$ cat src/rtl/spi_tx_arbiter_pkg.sv
// spi_tx_arbiter_pkg: FSM state encodings and default word width shared with the serializer.
package spi_tx_arbiter_pkg;
    localparam int DEF_DATA_SIZE = 32;
    typedef enum logic [1:0] {
        IDLE  = 2'd0,
        ISSUE = 2'd1,
        BUSY  = 2'd2
    } state_t;
endpackage

$ cat src/rtl/spi_tx_arbiter_rr_picker.sv
// rr_picker: combinational round-robin pick, first set bit of req searching upward from pointer with wrap.
//   req     in  NUM_REQ  request levels
//   pointer in  log2     search start index
//   valid   out 1        any request present
//   index   out log2     winning index
module rr_picker #(
    parameter int NUM_REQ = 4
) (
    input  logic [NUM_REQ-1:0]         req,
    input  logic [$clog2(NUM_REQ)-1:0] pointer,
    output logic                       valid,
    output logic [$clog2(NUM_REQ)-1:0] index
);
    localparam int IW = $clog2(NUM_REQ);
    logic [IW-1:0] idx;
    // Walk offsets from farthest to nearest so the nearest requester is the last write and wins.
    always_comb begin
        valid = 1'b0;
        index = '0;
        idx   = '0;
        for (int i = NUM_REQ - 1; i >= 0; i--) begin
            idx = IW'((int'(pointer) + i) % NUM_REQ);
            if (req[idx]) begin
                valid = 1'b1;
                index = idx;
            end
        end
    end
endmodule

$ cat src/rtl/spi_tx_arbiter.sv
// spi_tx_arbiter: round-robin arbiter feeding one SPI serializer and driving its data-ready/ready handshake.
//   i_Clock, i_Reset (async, active-high)
//   i_Req/i_Req_Data       requester levels and packed words
//   o_Grant/o_Done/o_Error one-hot single-cycle status pulses per requester
//   o_Busy                 transfer in ISSUE or BUSY
//   o_Ser_Data/o_Ser_Data_Ready/i_Ser_Ready  serializer handshake
module spi_tx_arbiter
    import spi_tx_arbiter_pkg::*;
#(
    parameter int NUM_REQ   = 4,
    parameter int DATA_SIZE = DEF_DATA_SIZE,
    parameter int TIMEOUT   = 16
) (
    input  logic                         i_Clock,
    input  logic                         i_Reset,
    input  logic [NUM_REQ-1:0]           i_Req,
    input  logic [NUM_REQ*DATA_SIZE-1:0] i_Req_Data,
    output logic [NUM_REQ-1:0]           o_Grant,
    output logic [NUM_REQ-1:0]           o_Done,
    output logic [NUM_REQ-1:0]           o_Error,
    output logic                         o_Busy,
    output logic [DATA_SIZE-1:0]         o_Ser_Data,
    output logic                         o_Ser_Data_Ready,
    input  logic                         i_Ser_Ready
);
    localparam int IW = $clog2(NUM_REQ);
    localparam int CW = $clog2(TIMEOUT) + 1;

    state_t               state_q, state_d;
    logic [IW-1:0]        ptr_q, ptr_d, g_q, g_d, pick_idx, ptr_nxt;
    logic [CW-1:0]        cnt_q, cnt_d;
    logic [NUM_REQ-1:0]   grant_q, grant_d, done_q, done_d, error_q, error_d;
    logic                 busy_q, busy_d, rdy_q, rdy_d, pick_valid;
    logic [DATA_SIZE-1:0] data_q, data_d;

    rr_picker #(.NUM_REQ(NUM_REQ)) u_picker (
        .req     (i_Req),
        .pointer (ptr_q),
        .valid   (pick_valid),
        .index   (pick_idx)
    );

    assign ptr_nxt = (g_q == IW'(NUM_REQ - 1)) ? '0 : g_q + 1'b1;

    always_comb begin
        state_d = state_q;
        ptr_d   = ptr_q;
        g_d     = g_q;
        cnt_d   = cnt_q;
        busy_d  = busy_q;
        rdy_d   = rdy_q;
        data_d  = data_q;
        grant_d = '0;
        done_d  = '0;
        error_d = '0;
        case (state_q)
            IDLE: if (i_Ser_Ready && pick_valid) begin
                data_d  = i_Req_Data[int'(pick_idx)*DATA_SIZE +: DATA_SIZE];
                g_d     = pick_idx;
                grant_d = NUM_REQ'(1) << pick_idx;
                rdy_d   = 1'b1;
                busy_d  = 1'b1;
                cnt_d   = '0;
                state_d = ISSUE;
            end
            ISSUE: if (!i_Ser_Ready) begin
                rdy_d   = 1'b0;
                state_d = BUSY;
            end else if (cnt_q == CW'(TIMEOUT - 1)) begin
                // Serializer never accepted the word: give up and move the pointer past g.
                rdy_d   = 1'b0;
                error_d = NUM_REQ'(1) << g_q;
                ptr_d   = ptr_nxt;
                busy_d  = 1'b0;
                state_d = IDLE;
            end else begin
                cnt_d = cnt_q + 1'b1;
            end
            BUSY: if (i_Ser_Ready) begin
                done_d  = NUM_REQ'(1) << g_q;
                ptr_d   = ptr_nxt;
                busy_d  = 1'b0;
                state_d = IDLE;
            end
            default: state_d = IDLE;
        endcase
    end

    always_ff @(posedge i_Clock or posedge i_Reset) begin
        if (i_Reset) begin
            state_q <= IDLE;
            ptr_q   <= '0;
            g_q     <= '0;
            cnt_q   <= '0;
            busy_q  <= 1'b0;
            rdy_q   <= 1'b0;
            data_q  <= '0;
            grant_q <= '0;
            done_q  <= '0;
            error_q <= '0;
        end else begin
            state_q <= state_d;
            ptr_q   <= ptr_d;
            g_q     <= g_d;
            cnt_q   <= cnt_d;
            busy_q  <= busy_d;
            rdy_q   <= rdy_d;
            data_q  <= data_d;
            grant_q <= grant_d;
            done_q  <= done_d;
            error_q <= error_d;
        end
    end

    assign o_Grant          = grant_q;
    assign o_Done           = done_q;
    assign o_Error          = error_q;
    assign o_Busy           = busy_q;
    assign o_Ser_Data       = data_q;
    assign o_Ser_Data_Ready = rdy_q;
endmodule

$ cat config.mk
export PLATFORM = sky130hd
export DESIGN_NAME = spi_tx_arbiter
export DESIGN_NICKNAME = d
export VERILOG_FILES = /design/src/rtl/spi_tx_arbiter_pkg.sv /design/src/rtl/spi_tx_arbiter_rr_picker.sv /design/src/rtl/spi_tx_arbiter.sv
export SDC_FILE = /design/constraint.sdc
export NUM_CORES = 1
export LEC_CHECK = 0
export ABC_CLOCK_PERIOD_IN_PS = 2200
export CAP_MARGIN = 20
export CORE_MARGIN = 10
export CORE_UTILIZATION = 40
export CTS_CLUSTER_SIZE = 24
export DETAILED_ROUTE_END_ITERATION = 16
export PLACE_DENSITY_LB_ADDON = 0.08
export SLEW_MARGIN = 20
export SYNTH_ARGS = -nofsm -noshare
export SYNTH_HDL_FRONTEND = slang
export SYNTH_SLANG_ARGS = --single-unit
export TNS_END_PERCENT = 1
$ cat constraint.sdc
create_clock -name i_Clock -period 2.2 [get_ports i_Clock]
set_clock_uncertainty 0.05 [all_clocks]
set_input_delay 0.44 -clock i_Clock [delete_from_list [all_inputs] [get_ports i_Clock]]
set_output_delay 0.44 -clock i_Clock [all_outputs]
set_load 0.02 [all_outputs]
==> run metrics, run 1 <==
Initial DRT Pass Iterations 4; Slowest Stage Delay on Critical Path 0.56 ns; share of the synthesized area in the top cell type 0.422; CP startpoint kind primary input; Initial DRC Count 148; status complete, no violations; Num CTS Buffers 9; die width 112 um; Hold WS 0.412 ns; Clock transition at path regs 0.06 ns; GR Util met3 0.0827; Slew Limit Headroom 0.741; # nets final 694; crit path launch i_Req[2]; Die Area 12500 um^2; worst path required time 2.35 ns; wire per inst 18.8 um; Longest Clk Path Bufs 2; Layout fillers 644; dpl cells 644; final hold vios 0; Avg Vias per Cell 5.45; Hold Crit Class reg -> reg; ANT cells 0; Synth Net Count 506; GRT busiest layer met2; IR Drop Worst-Case VDD 456 uV; Slew Viols, Final 0; # IOs 181; Total Routing Usage GR 0.192; Die Ht 112 um; met1 usage 0.213; Hold Crit Start cnt_q[3]$_DFFE_PP0P_; Area contributors post-synth dfrtp_1, mux2i_1, a221oi_1; H-tree depth 3; setup TNS 0 ns; P_leak 2.37 nW; vias in the first global route 3827; share of flip-flops with an asynchronous set or reset 1.00; max-cap viol count 0; mean post-synth cell area 9.33 um^2; # setup viols final 0; slowest stage cell, crit path clkdlybuf4s50_1; CP Buf/Inv Count 4; family with the most delay on the worst path buffers and inverters; pin count of the biggest net entering global routing 58; Synth Flop Type dfrtp_1; Seq/Total Area, Yosys 0.422; top cells by count, synth dfrtp_1, o21ai_0, nor2_1, mux2i_1, o22ai_1; total number of vias 3592; Distinct cells, synth 37; routability congestion estimate 0.825; insertion delay to the later sink of the worst-skew pair 0.34 ns; Worst R2R Start cnt_q[0]$_DFFE_PP0P_; CTS tree done; register area 1430 um^2; Critical Path, Cell by Cell clkdlybuf4s50_1, buf_4, nand2b_1, buf_4, nand2b_1, o21a_2, buf_12, mux2i_1, o22ai_1; synthesis-stage register bit count 57; Multi-input gate area 1770 um^2; Crit. End Element flip-flop; post-detail-place hpwl 9850 um; Synthesis Warnings 0; final non-filler cell total 659; clk sinks 57; initial cell density of the core 0.411; final wirelength 12400 um; most common cell in the netlist dfrtp_1; buffers added on ports 180; DRC violations left 0; gr ovfl total 0; Post-DP Area 5460 um^2; EDFF count, synth 0; Worst-Margin Slew 0.389 ns; Post-Syn Instances 362; initial antenna violation count 0; CORE AREA 8220 um^2; min Tclk post-route 2.10 ns; Yosys top cell by area dfrtp_1; post-CTS setup buffer count 0; critical path type in -> reg; Mapped Area 3380 um^2; global-route wire length before repair 19600 um; RSZ-0062 raised after global routing yes; Post-DRT Antenna Nets 0; CP Data Arrival Time 2.25 ns; Final Core Density 0.690; Final Cell Area 5670 um^2; share of cells above drive strength 1 0.112; Max FO, Critical Path 19; met2 usage 0.321; PwrDens 1110 nW/um^2; row count 33; Area Overhead vs Synth 67.9%; clk root buf clkbuf_8; final period utilization 0.954; Max Freq 476 MHz
cell families (layout without fill, tap and decap cells):
family,after synthesis,after routing,synth area share
muxes,34,34,0.101
DFF,57,57,0.422
AOI/OAI and AO/OA,131,131,0.246
adders and majority gates,9,9,0.0333
buffers and inverters,45,237,0.0696
and+or+nand+nor,86,86,0.128
layout by cell type (no fill, tap or decap), types with 2 or more instances in the layout:
cell type,netlist,layout
inv_1,16,15
dfrtp_1,57,57
a21oi_1,13,13
o21ai_0,46,45
buf_12,0,9
clkbuf_8,0,12
clkdlybuf4s50_1,0,180
nand3_1,4,4
nor2b_1,4,4
clkinv_2,0,3
a221oi_2,0,4
a221oi_1,28,24
o22ai_1,33,32
mux2i_1,33,33
or2_2,4,4
nor2_2,4,4
nor2_1,35,35
nand2_1,7,7
o21ai_1,2,3
buf_4,4,17
a31oi_1,2,2
and2_1,4,4
and3_1,10,10
nor3_1,6,4
ha_1,9,9
nand2b_1,4,4
path summary, 6_finish.rpt:
path	endpoint	cells past startpoint	slack [ns]
max	o_Ser_Data[9]$_DFFE_PP0P_	9	0.10
max in group asynchronous	o_Ser_Data[28]$_DFFE_PP0P_	3	1.43
max reg2reg	cnt_q[1]$_DFFE_PP0P_	7	0.24
min in group asynchronous	ptr_q[0]$_DFFE_PP0P_	3	0.42
min	cnt_q[3]$_DFFE_PP0P_	1	0.41
min reg2reg	cnt_q[3]$_DFFE_PP0P_	1	0.41
layer usage:
metal	vias up	wire, um
met5	-	0
met2	173	6020
met3	12	1130
met1	1685	5030
li1	1722	-
met4	0	191
sequential cells by signal, indices dropped and copies added (netlist names):
register,cells
state_q,2
o_Error,4
o_Grant,4
o_Done,4
ptr_q,2
o_Ser_Data,32
o_Busy,1
g_q,2
cnt_q,5
o_Ser_Data_Ready,1
area by class of cell:
cell class,count,area share
clock inverters,3,0.00265
clock buffers,12,0.0291
well taps,105,0.0232
inverters,16,0.0106
repair buffers,206,0.372
flip-flops and latches,57,0.251
multi-input cells,260,0.311
per-stage QoR:
| stage | total power, mW | setup slack [ns] |
|---|---|---|
| after floorplan | 3.81 | 0.244 |
| after global routing | 6.77 | -0.00205 |
| after global placement | 5.31 | -0.191 |
| final | 6.32 | 0.101 |
| after CTS | 6.33 | 0.0520 |
| after detailed placement | 5.41 | -0.246 |
where the power goes:
group	internal, mW	switching, mW	leakage, nW	total (mW)
Clock	0.488	0.411	0.0980	0.899
Sequential	1.43	0.307	0.676	1.74
Combinational	1.80	1.88	1.59	3.68
Total	3.72	2.60	2.37	6.32
worst register-to-register path, stage by stage (launching register included):
cell	delay, ns
dfrtp_1	0.39
ha_1	0.22
and3_1	0.19
ha_1	0.22
and2_1	0.21
nor3_2	0.36
nand3_1	0.12
o21ai_0	0.10
what timing repair did:
| item | in CTS | in global routing |
|---|---|---|
| gates resized for setup | 0 | 7 |
| endpoints found under the setup margin | 0 | 13 |
| endpoints found under the hold margin | 0 | 0 |
| hold buffers | 0 | 0 |
Note: power is estimated with default switching activity, not from simulation.
==> inputs of run 2 (changes only) <==
--- a/config.mk
+++ b/config.mk
@@ -9,8 +9,8 @@
 export CAP_MARGIN = 20
 export CORE_MARGIN = 10
 export CORE_UTILIZATION = 40
-export CTS_CLUSTER_SIZE = 24
 export DETAILED_ROUTE_END_ITERATION = 16
+export MAX_ROUTING_LAYER = met4
 export PLACE_DENSITY_LB_ADDON = 0.08
 export SLEW_MARGIN = 20
 export SYNTH_ARGS = -nofsm -noshare
==> run metrics, run 2 (synthesized netlist as in run 1, its figures left out) <==
status complete, no violations; NetSw 2.60 mW; vias in the first global route 3845; min Tclk post-route 2.11 ns; commonest cells after routing, fill and taps aside clkdlybuf4s50_1, dfrtp_1, o21ai_0; max-cap viol count 0; Slew Limit Headroom 0.744; pin count of the biggest net entering global routing 58; share of cells above drive strength 1 0.112; Switching Share 0.411; clk sinks 57; Total Routing Usage GR 0.197; Max FO, Critical Path 19; Avg Vias per Cell 5.47; Worst-Margin Slew 0.385 ns; final wirelength 12300 um; wire per inst 18.7 um; dpl cells 644; final period utilization 0.959; Die Area 12500 um^2; DP Worst Slack -0.246 ns; DRC violations left 0; Initial DRC Count 149; CTS tree done; overall power 6.33 mW; ANT cells 0; post-detail-place hpwl 9850 um; global-route wire length before repair 19600 um; total number of vias 3602; final hold vios 0; Area Overhead vs Synth 67.9%; Slew Viols, Final 0; Post-DP Area 5460 um^2; worst reg-to-reg setup slack 0.24 ns; P_leak 2.37 nW; share of total power in combinational logic 0.583; CP Data Arrival Time 2.27 ns; Post-DRT Antenna Nets 0; initial cell density of the core 0.411; Longest Clk Path Bufs 2; worst path required time 2.36 ns; initial antenna violation count 0; Worst R2R Start cnt_q[0]$_DFFE_PP0P_; Max Freq 474 MHz; gr ovfl total 0; PwrDens 1120 nW/um^2; # resized after CTS 0; Crit. End Element flip-flop; Power Internal 3.72 mW; buffers added on ports 180; Hold Crit Class in -> async; Num CTS Buffers 9; Final Cell Area 5670 um^2; routability congestion estimate 0.837; # setup viols final 0; Hold WS 0.409 ns; Setup WS post-layout 0.0913 ns; setup TNS 0 ns; Worst Reg-to-Reg Cells 7; leading cell type in the layout, fill and taps excluded clkdlybuf4s50_1; Hold Buf Count CTS 0; row count 33; die width 112 um; CORE AREA 8220 um^2; CP startpoint kind primary input; clk root buf clkbuf_8; RR Endpoint cnt_q[1]$_DFFE_PP0P_; insertion delay to the later sink of the worst-skew pair 0.35 ns; Die Ht 112 um; Clk pwr share 0.142; register share of total power 0.275; # IOs 181; flip-flop count of the largest register after layout 32; Clock transition at path regs 0.06 ns; critical path type in -> reg; Initial DRT Pass Iterations 4; post-CTS setup buffer count 0; IR Drop Worst-Case VDD 457 uV; Final Core Density 0.690; final non-filler cell total 659; RSZ-0062 raised after global routing yes; H-tree depth 3; # nets final 694
==> run 2: how the worst max path moves through the flow <==
stage | from | end | cells past startpoint
floorplan | cnt_q[0]$_DFFE_PP0P_ | ptr_q[1]$_DFFE_PP0P_ | 6
global placement | i_Req[2] | o_Ser_Data[15]$_DFFE_PP0P_ | 8
detailed placement | i_Req[2] | o_Ser_Data[15]$_DFFE_PP0P_ | 8
CTS | cnt_q[0]$_DFFE_PP0P_ | cnt_q[1]$_DFFE_PP0P_ | 7
global route | i_Req[2] | o_Ser_Data[0]$_DFFE_PP0P_ | 8
finish | i_Req[2] | o_Ser_Data[2]$_DFFE_PP0P_ | 9
==> run 2: power groups by stage <==
stage	Clock, mW	Combinational, mW	Sequential [mW]
after floorplan	0	1.76	2.05
after global placement	0	3.58	1.73
after detailed placement	0	3.66	1.74
after CTS	0.928	3.67	1.74
after global routing	0.971	4.01	1.79
final	0.901	3.69	1.74
==> run 2: cell type report <==
cell class | instances | area (um^2)
Timing Repair Buffer | 206 | 2110
Clock buffer | 12 | 165
Inverter | 16 | 60.1
Clock inverter | 3 | 15.0
Fill cell | 644 | 2540
Sequential cell | 57 | 1430
Tap cell | 105 | 131
Multi-Input combinational cell | 260 | 1770
==> run 2: worst max-delay path, cell delays in order <==
cell             delay, ns
clkdlybuf4s50_1       0.55
buf_4                 0.16
nand2b_1              0.10
buf_4                 0.15
nand2b_1              0.07
o21a_2                0.18
buf_12                0.19
mux2i_1               0.30
o22ai_1               0.12
==> run 2: routing by layer <==
metal  GRT usage  vias up  wire length [um]
met5           -        -                 0
met4      0.0694        0               263
met3      0.0698       18              1010
met2       0.321      175              6020
met1       0.220     1684              5050
li1            -     1725                 -
==> inputs of run 3 (changes only) <==
--- a/config.mk
+++ b/config.mk
@@ -12,6 +12,7 @@
 export DETAILED_ROUTE_END_ITERATION = 16
 export MAX_ROUTING_LAYER = met4
 export PLACE_DENSITY_LB_ADDON = 0.08
+export SKIP_CTS_REPAIR_TIMING = 1
 export SLEW_MARGIN = 20
 export SYNTH_ARGS = -nofsm -noshare
 export SYNTH_HDL_FRONTEND = slang
==> results of run 3 <==
No change in the layout: final DEF, timing and power equal those of run 2.
